===== src/rtl/traffic_request_gen.sv =====
// traffic_request_gen: sensor front end producing the V (vehicle waiting) and Z (emergency)
// requests for traffic_light_fsm. Raw detector inputs are synchronized and debounced. Vehicle
// arrivals are queued in a saturating counter, and emergency requests are held by a small FSM.
// Requests are released only when the controller pulses served_v / served_z.
//
// Ports:
//   clk        system clock, rising edge
//   rst        asynchronous active-high reset
//   veh_raw    raw vehicle detector (asynchronous, may bounce)
//   emg_raw    raw emergency preempt input (asynchronous, may bounce)
//   served_v   one-cycle pulse: one queued vehicle served
//   served_z   one-cycle pulse: emergency preempt completed
//   V          registered vehicle request (queue non-empty)
//   Z          registered emergency request
//   veh_count  queued vehicles, saturating at 7
//   emg_state  emergency FSM state: 00 idle, 01 active, 10 hold
module traffic_request_gen #(
  parameter int unsigned DEBOUNCE_CYCLES = 4,
  parameter int unsigned Z_HOLD_CYCLES   = 8
) (
  input  logic       clk,
  input  logic       rst,
  input  logic       veh_raw,
  input  logic       emg_raw,
  input  logic       served_v,
  input  logic       served_z,
  output logic       V,
  output logic       Z,
  output logic [2:0] veh_count,
  output logic [1:0] emg_state
);

  localparam logic [3:0] DbLast   = 4'(DEBOUNCE_CYCLES - 1);
  localparam logic [3:0] HoldLoad = 4'(Z_HOLD_CYCLES);

  typedef enum logic [1:0] {
    StIdle   = 2'b00,
    StActive = 2'b01,
    StHold   = 2'b10
  } emg_state_e;

  // Bit 0 carries the vehicle channel, bit 1 the emergency channel.
  logic [1:0] raw;
  logic [1:0] sync1_q, sync2_q;
  logic [1:0] db_q, db_prev_q;
  logic [3:0] db_cnt_q [2];
  logic [1:0] rise;

  logic       veh_arr, veh_dec;
  logic       emg_rise, emg_low;
  logic [2:0] count_q, count_d;
  logic       v_q, z_q;

  emg_state_e state_q, state_d;
  logic [3:0] hold_q, hold_d;

  assign raw = {emg_raw, veh_raw};

  // Synchronizers and debouncers: the debounced level flips only after the synchronized value
  // has disagreed with it for DEBOUNCE_CYCLES consecutive cycles.
  always_ff @(posedge clk or posedge rst) begin
    if (rst) begin
      sync1_q     <= '0;
      sync2_q     <= '0;
      db_q        <= '0;
      db_prev_q   <= '0;
      db_cnt_q[0] <= '0;
      db_cnt_q[1] <= '0;
    end else begin
      sync1_q   <= raw;
      sync2_q   <= sync1_q;
      db_prev_q <= db_q;
      for (int i = 0; i < 2; i++) begin
        if (sync2_q[i] == db_q[i]) begin
          db_cnt_q[i] <= '0;
        end else if (db_cnt_q[i] == DbLast) begin
          db_q[i]     <= ~db_q[i];
          db_cnt_q[i] <= '0;
        end else begin
          db_cnt_q[i] <= db_cnt_q[i] + 4'd1;
        end
      end
    end
  end

  assign rise     = db_q & ~db_prev_q;
  assign veh_arr  = rise[0];
  assign emg_rise = rise[1];
  assign emg_low  = ~db_q[1];

  // Vehicle queue: an arrival coinciding with a real service cancels out; an arrival at 7 is
  // dropped, and a service at 0 is ignored.
  always_comb begin
    veh_dec = served_v && (count_q != 3'd0);
    count_d = count_q;
    if (veh_arr && !veh_dec) begin
      if (count_q != 3'd7) count_d = count_q + 3'd1;
    end else if (!veh_arr && veh_dec) begin
      count_d = count_q - 3'd1;
    end
  end

  // Emergency FSM next state. A fresh rising edge always wins over served_z.
  always_comb begin
    state_d = state_q;
    hold_d  = hold_q;
    unique case (state_q)
      StIdle: begin
        if (emg_rise) state_d = StActive;
      end
      StActive: begin
        if (emg_rise) begin
          state_d = StActive;
        end else if (served_z) begin
          state_d = StIdle;
        end else if (emg_low) begin
          state_d = StHold;
          hold_d  = HoldLoad;
        end
      end
      StHold: begin
        if (emg_rise) begin
          state_d = StActive;
          hold_d  = '0;
        end else if (served_z) begin
          state_d = StIdle;
          hold_d  = '0;
        end else begin
          hold_d = hold_q - 4'd1;
          if (hold_q == 4'd1) state_d = StIdle;
        end
      end
      default: begin
        state_d = StIdle;
        hold_d  = '0;
      end
    endcase
  end

  always_ff @(posedge clk or posedge rst) begin
    if (rst) begin
      count_q <= '0;
      v_q     <= 1'b0;
      state_q <= StIdle;
      hold_q  <= '0;
      z_q     <= 1'b0;
    end else begin
      count_q <= count_d;
      v_q     <= (count_d != 3'd0);
      state_q <= state_d;
      hold_q  <= hold_d;
      z_q     <= (state_d != StIdle);
    end
  end

  assign V         = v_q;
  assign Z         = z_q;
  assign veh_count = count_q;
  assign emg_state = state_q;

endmodule


===== config.mk =====
export PLATFORM = sky130hd
export DESIGN_NAME = traffic_request_gen
export DESIGN_NICKNAME = d
export VERILOG_FILES = /design/src/rtl/traffic_request_gen.sv
export SDC_FILE = /design/constraint.sdc
export NUM_CORES = 1
export LEC_CHECK = 0
export CORE_ASPECT_RATIO = 0.8
export CORE_MARGIN = 5
export CORE_UTILIZATION = 25
export CTS_CLUSTER_DIAMETER = 40
export DETAILED_ROUTE_END_ITERATION = 10
export PLACE_DENSITY = 0.38
export SYNTH_ARGS = -nofsm -noshare
export SYNTH_HDL_FRONTEND = slang
export SYNTH_SLANG_ARGS = --single-unit

===== constraint.sdc =====
create_clock -name clk -period 2.63 [get_ports clk]
set_input_delay 0.526 -clock clk [delete_from_list [all_inputs] [get_ports clk]]
set_output_delay 0.526 -clock clk [all_outputs]
set_load 0.02 [all_outputs]

# Word level (Yosys, flattened, before mapping)
# Index checks and enable logic that the tools add are counted.
# word_totals
register_bits,27
in_bits,6
word_cells,68
# classes
n_eq_ne,11
bitwise,7
mux,21
n_reduce_logical,12
n_addsub,5
# ops
cell,count
4-bit two-way mux,9
2-bit two-way mux,7
4-bit case mux with 3 select lines,1
3-bit two-way mux,3
"4-bit by 1-bit adder with 4-bit output, second input constant",2
"4-bit by 2-bit equality test with 1-bit output, second input constant",2
"2-bit != test, second input constant",3
2-bit case mux with 3 select lines,1
3-bit nonzero test,2
1-bit NOT,5
"4-bit by 1-bit equality test with 1-bit output, second input constant",1
2-bit AND reduction,2
4-bit AND reduction,1
"4-bit by 1-bit subtractor with 4-bit output, second input constant",1
"3-bit by 1-bit adder with 3-bit output, second input constant",1
1-bit logical AND,3
"3-bit != test, second input constant",1
"3-bit by 1-bit subtractor with 3-bit output, second input constant",1
2-bit AND,1
1-bit equality test,2
"2-bit by 1-bit equality test with 1-bit output, second input constant",1
"2-bit equality test, second input constant",1
1-bit zero test,2
2-bit zero test,1
2 further kinds,2

# Depth between registers and ports, before layout
# Gate-level depths: netlist (run 1).
# logic_depth
depth_word,7
depth_mapped,7

# Least setup slack after synthesis (run 1)
# OpenSTA, ideal clock, no wires.
# synth_timing
path_type,register -> register
from,"reg count_q[1], in the netlist veh_count[1]"
to,"reg v_q, in the netlist V"
n_path_buf,0
path_slack_ns,0.779
synth_period_minus_slack_ns,1.851
arrival_ns,1.720
setup_time_ns,0.131
path_stages_with_launch,8
cell_sequence,dfrtp_1 -> inv_1 -> ha_1 -> nand2b_4 -> a221oi_1 -> a31oi_1 -> xnor2_1 -> or3_1
# synth_between
elab_chain_cells,6
word_cells_on_any_way,12
cone_classes,2 x add/sub; 1 x eq/ne; 3 x mux; 6 x reduce/logical
# synth_rtl
item,line_no,source
from (decl),51,"logic [2:0] count_q, count_d;"
from (signal assigned),148,count_q <= count_d;
3-bit nonzero test,94,veh_dec = served_v && (count_q != 3'd0);
1-bit logical AND,94,
1-bit logical AND / 1-bit zero test (equally long branches),"98, 96",
3-bit two-way mux / 1-bit logical AND (equally long branches),"98, 96",
3-bit two-way mux *,96,if (veh_arr && !veh_dec) begin
net count_d[0],51,
3-bit nonzero test *,149,v_q <= (count_d != 3'd0);
to (signal assigned),149,
to (decl),52,"logic v_q, z_q;"
# The timed path passes the listed nets; every way through them passes the cells marked *.
# A chain may end at the register's enable or synchronous reset.

# Worst setup path in the final report (run 1)
# Ends and elaborated chain as after synthesis.

==> results of run 1 <==
routing by layer:
layer	GRT usage	share of wire
met3	0.0283	0.044
met1	0.0965	0.52
met2	0.116	0.42
met5	0	0
met4	0.0198	0.0088
flip-flops by register name (all words and copies together) (netlist names):
register / count
db_prev_q: 2
veh_count: 3
emg_state: 2
sync2_q: 2
sync1_q: 2
Z: 1
hold_q: 4
db_cnt_q: 8
db_q: 2
V: 1
cell type report:
type                       instances  share of cell area
sequential                        27               0.437
multi-input combinational         82               0.379
timing repair buffer              13              0.0825
tap                               62              0.0502
clock buffer                       3              0.0267
inverter                           9              0.0218
clock inverter                     1             0.00324
where the power goes:
part | internal (mW) | switching (mW)
Sequential | 0.545 | 0.117
Combinational | 0.345 | 0.397
Clock | 0.106 | 0.128
stage by stage:
step / total power [mW] / hold WS [ns] / setup slack (ns)
floorplan: 1.18 / 0.331 / 0.779
global placement: 1.43 / 0.338 / 0.549
detailed placement: 1.42 / 0.335 / 0.512
CTS: 1.67 / 0.357 / 0.732
global route: 1.80 / 0.358 / 0.583
finish: 1.64 / 0.354 / 0.747
cells in the final DEF (no fill, tap or decap), types with 2 or more instances in the layout:
cell	netlist	layout
dfrtp_1	27	27
clkdlybuf4s50_1	0	12
ha_1	11	11
inv_1	9	9
nand2b_1	5	5
nor2b_1	5	5
nand2_1	5	5
a21oi_1	5	5
nand3_1	4	4
nor2_1	4	4
o21ai_1	4	4
a31oi_1	4	4
nor3_1	4	4
or3_1	3	3
o21ai_0	3	3
xnor2_1	3	3
clkbuf_8	0	3
o211ai_1	2	2
o31ai_1	2	2
nand3b_1	2	2
nor3b_1	2	2
xor2_1	2	2
mux2_1	2	2
kinds of logic (layout without fill, tap and decap cells):
| family | count (synthesis) | in the layout | share of synthesized area |
|---|---|---|---|
| AND/OR/NAND/NOR | 38 | 38 | 0.170 |
| flip-flops | 27 | 27 | 0.522 |
| AO/OA/AOI/OAI | 26 | 26 | 0.125 |
| adder cells (fa/ha/maj) | 11 | 11 | 0.106 |
| buffers and inverters | 9 | 26 | 0.0261 |
| XOR/XNOR | 5 | 5 | 0.0338 |
| multiplexers | 2 | 2 | 0.0174 |
worst min-delay path by stage:
stage	startpoint	to	cells past startpoint
global placement	sync1_q[0]	sync2_q[0]	0
global route	sync1_q[1]	sync2_q[1]	0
finish	sync1_q[1]	sync2_q[1]	0
floorplan	sync1_q[0]	sync2_q[0]	0
CTS	sync1_q[1]	sync2_q[1]	0
detailed placement	sync1_q[1]	sync2_q[1]	0
critical path: cells and delay by family, from the launching register on:
family / cells / cell delay [ns]
AND/OR/NAND/NOR: 2 / 0.42
buffers and inverters: 1 / 0.11
AO/OA/AOI/OAI: 2 / 0.42
XOR/XNOR: 1 / 0.15
flip-flops: 1 / 0.44
adder cells (fa/ha/maj): 1 / 0.24
==> results.md, run 1 <==
* Fmax at ~530 MHz
* H-tree Lvls at 1
* Post-synth cell types at 31
* Num CTS Buffers at 3
* RSZ-0062 raised after global routing: no
* Synth cell count leaders: dfrtp_1, ha_1, inv_1
* Max IR drop VDD at approximately 0.31 mV
* Via/cell ratio at between 4 and 5
* Clock Latency Late Sink at around 0.27 ns
* WL final at between 2000 and 2500 microns
* Residual DRC at 0
* Avg Synthesized Cell Area at between 10 and 15 sq um
* CTS root buffer: clkbuf_8
* Max_cap viols at 0
* Fillers at 541
* Via Count at around 870
* GR Util All Layers at 0.0739
* Max Slew Vio Count at 0
* Worst EP required at 2.79 ns
* Largest net degree at the start of global routing at 28
* Post-route clock skew at a little over 0.007 ns
* Clock transition at path regs at about 0.10 ns
* Grt total ovfl at 0
* Tmin final at 1.88 ns
* R2R depth at 7
* Die width at 90.5 microns
* Final setup vio count at 0
* Non-Filler Instances at roughly 200
* Antenna violations before repair at 0
* Layout Utilization at 0.309
* Status: finished, final reports clean
* Synth area leaders: dfrtp_1, ha_1, inv_1, nand2b_1, nor2b_1
* Nets at between 150 and 200
* Final period utilization at 0.716
* Maximum clock path buffer count at 2
* Diodes inserted at 0
* Crit-path cells: inv_1, ha_1, nand2b_4, a221oi_1, a31oi_1, xnor2_1, or3_1
* HP Class: reg -> reg
* Reg area at between 600 and 700 sq um
* Post-route ant nets at 0
* Area of the multi-input gates at ~590 sq um
* Worst setup path end: V
* Post-Syn Instances at 118
* Area grow syn2layout at 19.4%
* CTS tree: built
* Synthesized Nets at between 100 and 150
* Most used DFF post-synth: dfrtp_1
* Clk sinks at 27
* Core area at roughly 5000 sq um
* Worst r2r src: veh_count[1]
* Critical Path End Type: flip-flop
* R2R setup slack at roughly 0.75 ns
* PwrDens at roughly 1100 nW/um^2
* Num rows at 23
* Yosys top cell area share at 0.522
* Design area at 1550 sq um
* Post-synthesis sequential area ratio at 0.522
* Post-DP HPWL at between 1500 and 2000 microns
* Worst EP arrival at between 2 and 2.5 ns
* Mapped Area at 1290 sq um
* Most common cell in the netlist: dfrtp_1
* Hold Buf Count CTS at 0
* CP Launch Point: veh_count[1]
* PostCTS Resize Cnt at 0
* Crit-path max cell delay at between 0.4 and 0.5 ns
* FFs w/ async S/R, synth at 1.00
* Warnings from Yosys at 0
* PortBufs at 12
* Critical path fanouts, max at 5
* Cell taking the most area after synthesis: dfrtp_1
* R2R Path End: V
* Gpl congestion at about 0.76
* Iter 0 DRT Violations at just over 60
* Leakage Power at around 0.66 nW
* Critical path's slowest cell: dfrtp_1
* Final hold violation count at 0
* 1st-pass router iterations at 4
* Die area at between 6000 and 7000 sq um
* Setup TNS at 0 ns
* Layout cells sized above 1 at 0.0444
* Post-CTS setup repair buffer count at 0
* IO Count at 13
* Starting Density at 0.259
* Vert. Die Dim at ~74 microns
* Yosys reg bits at 27
* Cell total after placement at 193
* Setup CP Type: reg -> reg
* Worst-margin pin slew at between 0.3 and 0.4 ns
* Placed Area at ~1500 sq um
* First-pass GRT wire length at roughly 4000 microns
* WL/cell at between 10 and 15 microns
* Startpoint types: flip-flop
* Slew HR at 0.769
* EDFF count, synth at 0
* Vias in the first global route at ~880
(Power assumes the default switching activity.)
==> run 2, diff against run 1 <==
- PLACE_DENSITY: 0.38 -> 0.4
- clock period: 2.63 -> 1.7 ns (I/O delays scaled with it)
==> run 2 against run 1 <==
The flow now finishes with violations (negative setup slack). Largest cell class unchanged. Largest power group unchanged. Wire length up 15%. Clock-buffer cell count unchanged. Sequential power up 56%. Non-clock buffer count up 15. Highest routed layer unchanged. Critical path depth unchanged.
==> results.md, run 2 (same netlist as run 1, synthesis figures left out) <==
* Post-route clock skew at 0.00498 ns (-0.00212 ns)
* Layout cells sized above 1 at 0.240 (+0.196)
* Non-Filler Instances at 212 (+7.6%)
* Crit-path max cell delay at 0.40 ns (-0.04 ns)
* Worst r2r src: hold_q[1]
* R2R setup slack at -0.02 ns (-0.77 ns)
* Maximum clock path buffer count at 2 (unchanged)
* GRT met1 Usage at 0.0995 (+0.00305)
* GR Util All Layers at 0.0770 (+0.00304)
* Fmax at 582 MHz (+9.5%)
* Worst hold stages at 0 (unchanged)
* CTS tree: built
* Status: finished with violations
* Final WS setup at -0.0192 ns (-0.766 ns)
* Max_cap viols at 0 (unchanged)
* Diodes inserted at 0 (unchanged)
* Via/cell ratio at 4.49 (+1.8%)
* Clock Latency Late Sink at 0.27 ns (about the same)
* Final period utilization at 1.01 (+0.295)
* Worst-margin pin slew at 0.361 ns (+0.0169 ns)
* CTS root buffer: clkbuf_8
* Crit-path cells: inv_2, ha_4, or3b_1, a21o_1, a21oi_2, o31ai_2, or2_1
* Placed Area at 1590 sq um (+5.9%)
* Residual DRC at 0 (unchanged)
* HP Class: reg -> reg
* Slew HR at 0.758 (-0.0114)
* Violated checks: negative setup slack
* Total Power at 2.88 mW (+76%)
* R2R Path End: Z
* GR Util met3 at 0.0293 (+0.00101)
* Critical path fanouts, max at 2 (-3)
* Critical path's slowest cell: dfrtp_1
* Die width at 90.5 microns (unchanged)
* WL final at 2480 microns (+15%)
* Vias in the first global route at 935 (+6.0%)
* Iter 0 DRT Violations at 41 (-34%)
* Startpoint types: flip-flop
* Max Slew Vio Count at 0 (unchanged)
* Vert. Die Dim at 74.4 microns (unchanged)
* RSZ-0062 raised after global routing: yes
* Clk sinks at 27 (unchanged)
* PwrDens at 1670 nW/um^2 (+58%)
* Largest register FFs at 8 (unchanged)
* Design area at 1720 sq um (+11%)
* Setup CP Type: reg -> reg
* Cell total after placement at 202 (+4.7%)
* PortBufs at 12 (unchanged)
* WL/cell at 11.7 microns (+6.9%)
* WHS Endpoint: sync2_q[1]
* Critical Path End Type: flip-flop
* Grt total ovfl at 0 (unchanged)
* 1st-pass router iterations at 4 (unchanged)
* H-tree Lvls at 1 (unchanged)
* Final setup vio count at 1 (+1)
* Tmin final at 1.72 ns (-0.164 ns)
* Reg area at 678 sq um (+0.37%)
* Antenna violations before repair at 0 (unchanged)
* Area grow syn2layout at 32.8%
* Clock transition at path regs at 0.09 ns (about the same)
* Largest net degree at the start of global routing at 28 (unchanged)
* Post-route ant nets at 0 (unchanged)
* Gpl congestion at 0.769 (+0.56%)
* Most frequent cells in the layout: dfrtp_1, buf_4, ha_1
* Via Count at 952 (+9.6%)
* Most common cell after layout, fill and taps aside: dfrtp_1
* GRT Max-Usage Layer: met2
* IO Count at 13 (unchanged)
* Post-DP HPWL at 1760 microns (+6.5%)
* Starting Density at 0.259 (unchanged)
* Num rows at 23 (unchanged)
* Fillers at 533 (-1.5%)
* First-pass GRT wire length at 4220 microns (+4.1%)
* Worst hold start: sync1_q[1]
* Die area at 6730 sq um (unchanged)
* Layout Utilization at 0.343 (+0.0345)
* R2R depth at 7 (unchanged)
* Core area at 5010 sq um (unchanged)
* Area of the multi-input gates at 642 sq um (+9.6%)
* Num CTS Buffers at 3 (unchanged)
* Setup TNS at -0.0192 ns (-0.0192 ns)
* Worst EP arrival at 1.89 ns (-0.15 ns)
* Met2 Use GR at 0.125 (+0.00886)
* Final hold violation count at 0 (unchanged)
* Worst EP required at 1.87 ns (-0.92 ns)
* Nets at 168 (+9.8%)
* Reg with most FFs: db_cnt_q
* Max IR drop VDD at 0.595 mV (+92%)
* Leakage Power at 0.754 nW (+14%)
run 2: changes by cell type in the layout (fill, tap and decap cells not counted), sizes merged:
cell           change
dlygate4sd2        +3
dlymetal6s2s       +1
clkinvlp           +1
clkdlybuf4s50      -4
buf               +15
clkinv             -1
run 2: through the flow:
step	hold WS (ns)	worst slack (ns)
CTS	0.361	0.00534
finish	0.356	-0.0192
detailed placement	0.337	-0.130
global route	0.363	-0.0614
global placement	0.333	-0.0931
floorplan	0.331	0.0271
run 2: layout make-up:
cell class	instances	share of cell area
Timing Repair Buffer	28	0.139
Tap cell	62	0.0451
Clock inverter	1	0.00437
Sequential cell	27	0.394
Inverter	9	0.0197
Clock buffer	3	0.0240
Multi-Input combinational cell	82	0.373
run 2: worst max path at each step:
stage,from,end,slack (ns),cells after the start
detailed placement,served_v,V,-0.13,5
floorplan,veh_count[0],V,0.03,5
global placement,served_v,V,-0.09,5
CTS,emg_state[0],emg_state[0],0.005,2
finish,hold_q[1],Z,-0.02,7
global route,hold_q[1],Z,-0.06,7
run 2: where the power goes:
group	total, mW	internal [mW]	leakage, nW	switching [mW]
Combinational	1.49	0.748	0.393	0.739
Sequential	1.03	0.848	0.339	0.181
Clock	0.362	0.166	0.0217	0.195
run 2: worst max-delay path: cells and delay by family (launching register included):
kind	cells	cell delay, ns
AOI/OAI and AO/OA	3	0.43
adders and majority gates	1	0.12
buffers and inverters	1	0.08
DFF	1	0.40
and+or+nand+nor	2	0.58
run 2: layer usage:
metal,wire (microns),vias up
li1,-,477
met1,1180,460
met3,116,2
met2,1170,13
met5,0,-
met4,10,0
run 2: what timing repair did:
action,4_1_cts,5_1_grt
endpoints found under the setup margin,5,4
gates resized for setup,4,10
buffers inserted,5,1
hold buffers,0,0
pin swaps,5,6
==> run 3, diff against run 2 <==
- CORE_ASPECT_RATIO: 0.8 -> default
- CTS_CLUSTER_DIAMETER: 40 -> default
- SETUP_SLACK_MARGIN: default -> 0.4
==> run 3 against run 2 <==
The run still ends with negative setup slack left. Combinational power grew 28%. Via count is 2.9% higher. Worst setup slack gained 0.010 ns. Design area grew 12%. Sequential share of layout area fell by 4.0 points. Global-route usage rose by 0.28 points. Die area shrank 0.14%. Clock skew rose by 0.00076 ns. Register-to-register slack about the same. Worst hold slack better by 0.0028 ns.
==> results.md, run 3 (same netlist as run 1, synthesis figures left out) <==
* Status: finished with violations
* Violated checks: negative setup slack
* Via Count at 980 (+2.9%)
* Gpl congestion at 0.799 (+3.9%)
* Leakage Power at 0.803 nW (+6.4%)
* Crit-path cells: inv_2, ha_4, or3b_1, a21o_1, a21oi_2, a211oi_2, or2_1
* 1st-pass router iterations at 4 (unchanged)
* Most common cell after layout, fill and taps aside: dfrtp_1
* Slew HR at 0.767 (+0.00877)
* Startpoint types: flip-flop
* RSZ-0062 raised after global routing: yes
* Reg with most FFs: db_cnt_q
* Non-Filler Instances at 224 (+5.7%)
* Setup TNS at -0.00887 ns (+0.0103 ns)
* Max IR drop VDD at 0.694 mV (+17%)
* Layout cells sized above 1 at 0.435 (+0.195)
* Tmin final at 1.71 ns (-0.0103 ns)
* Worst EP required at 1.86 ns (about the same)
* IO Count at 13 (unchanged)
* Total Power at 3.33 mW (+16%)
* Worst EP arrival at 1.87 ns (-0.02 ns)
* Vert. Die Dim at 82.0 microns (+10%)
* Num CTS Buffers at 3 (unchanged)
* Residual DRC at 0 (unchanged)
* GR Util All Layers at 0.0797 (+0.00276)
* Die width at 82.0 microns (-9.4%)
* HP Class: reg -> reg
* PwrDens at 1740 nW/um^2 (+3.6%)
* Maximum clock path buffer count at 2 (unchanged)
* Final period utilization at 1.01 (-0.00606)
* Worst path top cell family by delay: simple AND/OR/NAND/NOR gates
* Via/cell ratio at 4.38 (-2.6%)
* Clock transition at path regs at 0.09 ns (about the same)
* DP Worst Slack at -0.0753 ns (+0.0549 ns)
* Area grow syn2layout at 48.4%
* Clock Latency Late Sink at 0.27 ns (about the same)
* Critical Path End Type: flip-flop
* Fillers at 521 (-2.3%)
* Layout Utilization at 0.379 (+0.0354)
* Critical path fanouts, max at 2 (unchanged)
* Antenna violations before repair at 0 (unchanged)
* Iter 0 DRT Violations at 28 (-32%)
* Most frequent cells in the layout: dfrtp_1, buf_4, buf_6
* Worst-margin pin slew at 0.350 ns (-0.0106 ns)
* Crit-path max cell delay at 0.42 ns (+0.02 ns)
* H-tree Lvls at 1 (unchanged)
* Largest net degree at the start of global routing at 28 (unchanged)
* Largest register FFs at 8 (unchanged)
* Die area at 6720 sq um (-0.14%)
* Final WS setup at -0.00887 ns (+0.0103 ns)
* Vias in the first global route at 937 (+0.21%)
* Grt total ovfl at 0 (unchanged)
* Nets at 172 (+2.4%)
* CTS tree: built
* Clk sinks at 27 (unchanged)
* Post-route clock skew at 0.00574 ns (+0.000763 ns)
* Cell total after placement at 206 (+2.0%)
* Num rows at 26 (+13%)
* Final hold violation count at 0 (unchanged)
* Setup CP Type: reg -> reg
* Post-DP HPWL at 1730 microns (-1.6%)
* Critical path's slowest cell: dfrtp_1
* Post-route ant nets at 0 (unchanged)
* Diodes inserted at 0 (unchanged)
* Fmax at 585 MHz (+0.60%)
* Max_cap viols at 0 (unchanged)
* Starting Density at 0.255 (-0.00344)
* CTS root buffer: clkbuf_8
* Max Slew Vio Count at 0 (unchanged)
* PortBufs at 12 (unchanged)
* WL final at 2680 microns (+8.1%)
* First-pass GRT wire length at 4160 microns (-1.5%)
* Core area at 5070 sq um (+1.3%)
* Crit path buf inv count at 1 (unchanged)
* Final setup vio count at 1 (unchanged)
* WL/cell at 11.9 microns (+2.3%)
[run 3: metal layers]
metal | up-vias | track usage | wire length (microns)
met5 | - | 0 | 0
met4 | 0 | 0.0299 | 34
met2 | 14 | 0.127 | 1280
li1 | 488 | - | -
met3 | 4 | 0.0230 | 121
met1 | 474 | 0.102 | 1240
[run 3: report_power, final]
group	leakage [nW]	switching, mW	internal, mW
registers	0.335	0.227	0.856
logic	0.444	0.912	0.988
clock network	0.0228	0.185	0.167
[run 3: area by class of cell]
class                   instances  area [sq um]  share of cell area
inverters                       9          38.8              0.0202
well taps                      70          87.6              0.0456
clock buffers                   4          45.0              0.0234
multi-input cells              82           786               0.409
flip-flops and latches         27           682               0.355
repair buffers                 32           283               0.147
[run 3: what timing repair did]
action | CTS | global route
setup buffers | 9 | 5
hold buffers | 0 | 0
setup endpoints to repair | 19 | 17
resized for setup | 34 | 32
cloned | 0 | 0
pin swaps | 5 | 1
[run 3: final timing paths]
kind / slack (ns) / start / cells after the start / end
worst min-delay path: 0.36 / sync1_q[0] / 0 / sync2_q[0]
worst min register to register: 0.36 / sync1_q[0] / 0 / sync2_q[0]
min in group asynchronous: 0.43 / rst / 3 / db_prev_q[1]
worst max register to register: -0.009 / hold_q[1] / 7 / Z
worst max-delay path: -0.009 / hold_q[1] / 7 / Z
max in group asynchronous: 0.99 / rst / 3 / veh_count[2]
[run 3: worst register-to-register path, delay by kind of cell (launching register included)]
family                     cells  cell delay, ns
AOI/OAI and AO/OA              3            0.39
adders and majority gates      1            0.12
buffers and inverters          1            0.09
DFF                            1            0.42
and+or+nand+nor                2            0.59
[run 3: through the flow]
step | hold WS (ns) | instance area, sq um
floorplan | 0.331 | 1380
global placement | 0.331 | 1630
detailed placement | 0.337 | 1630
CTS | 0.359 | 1790
global route | 0.361 | 1920
finish | 0.359 | 1920
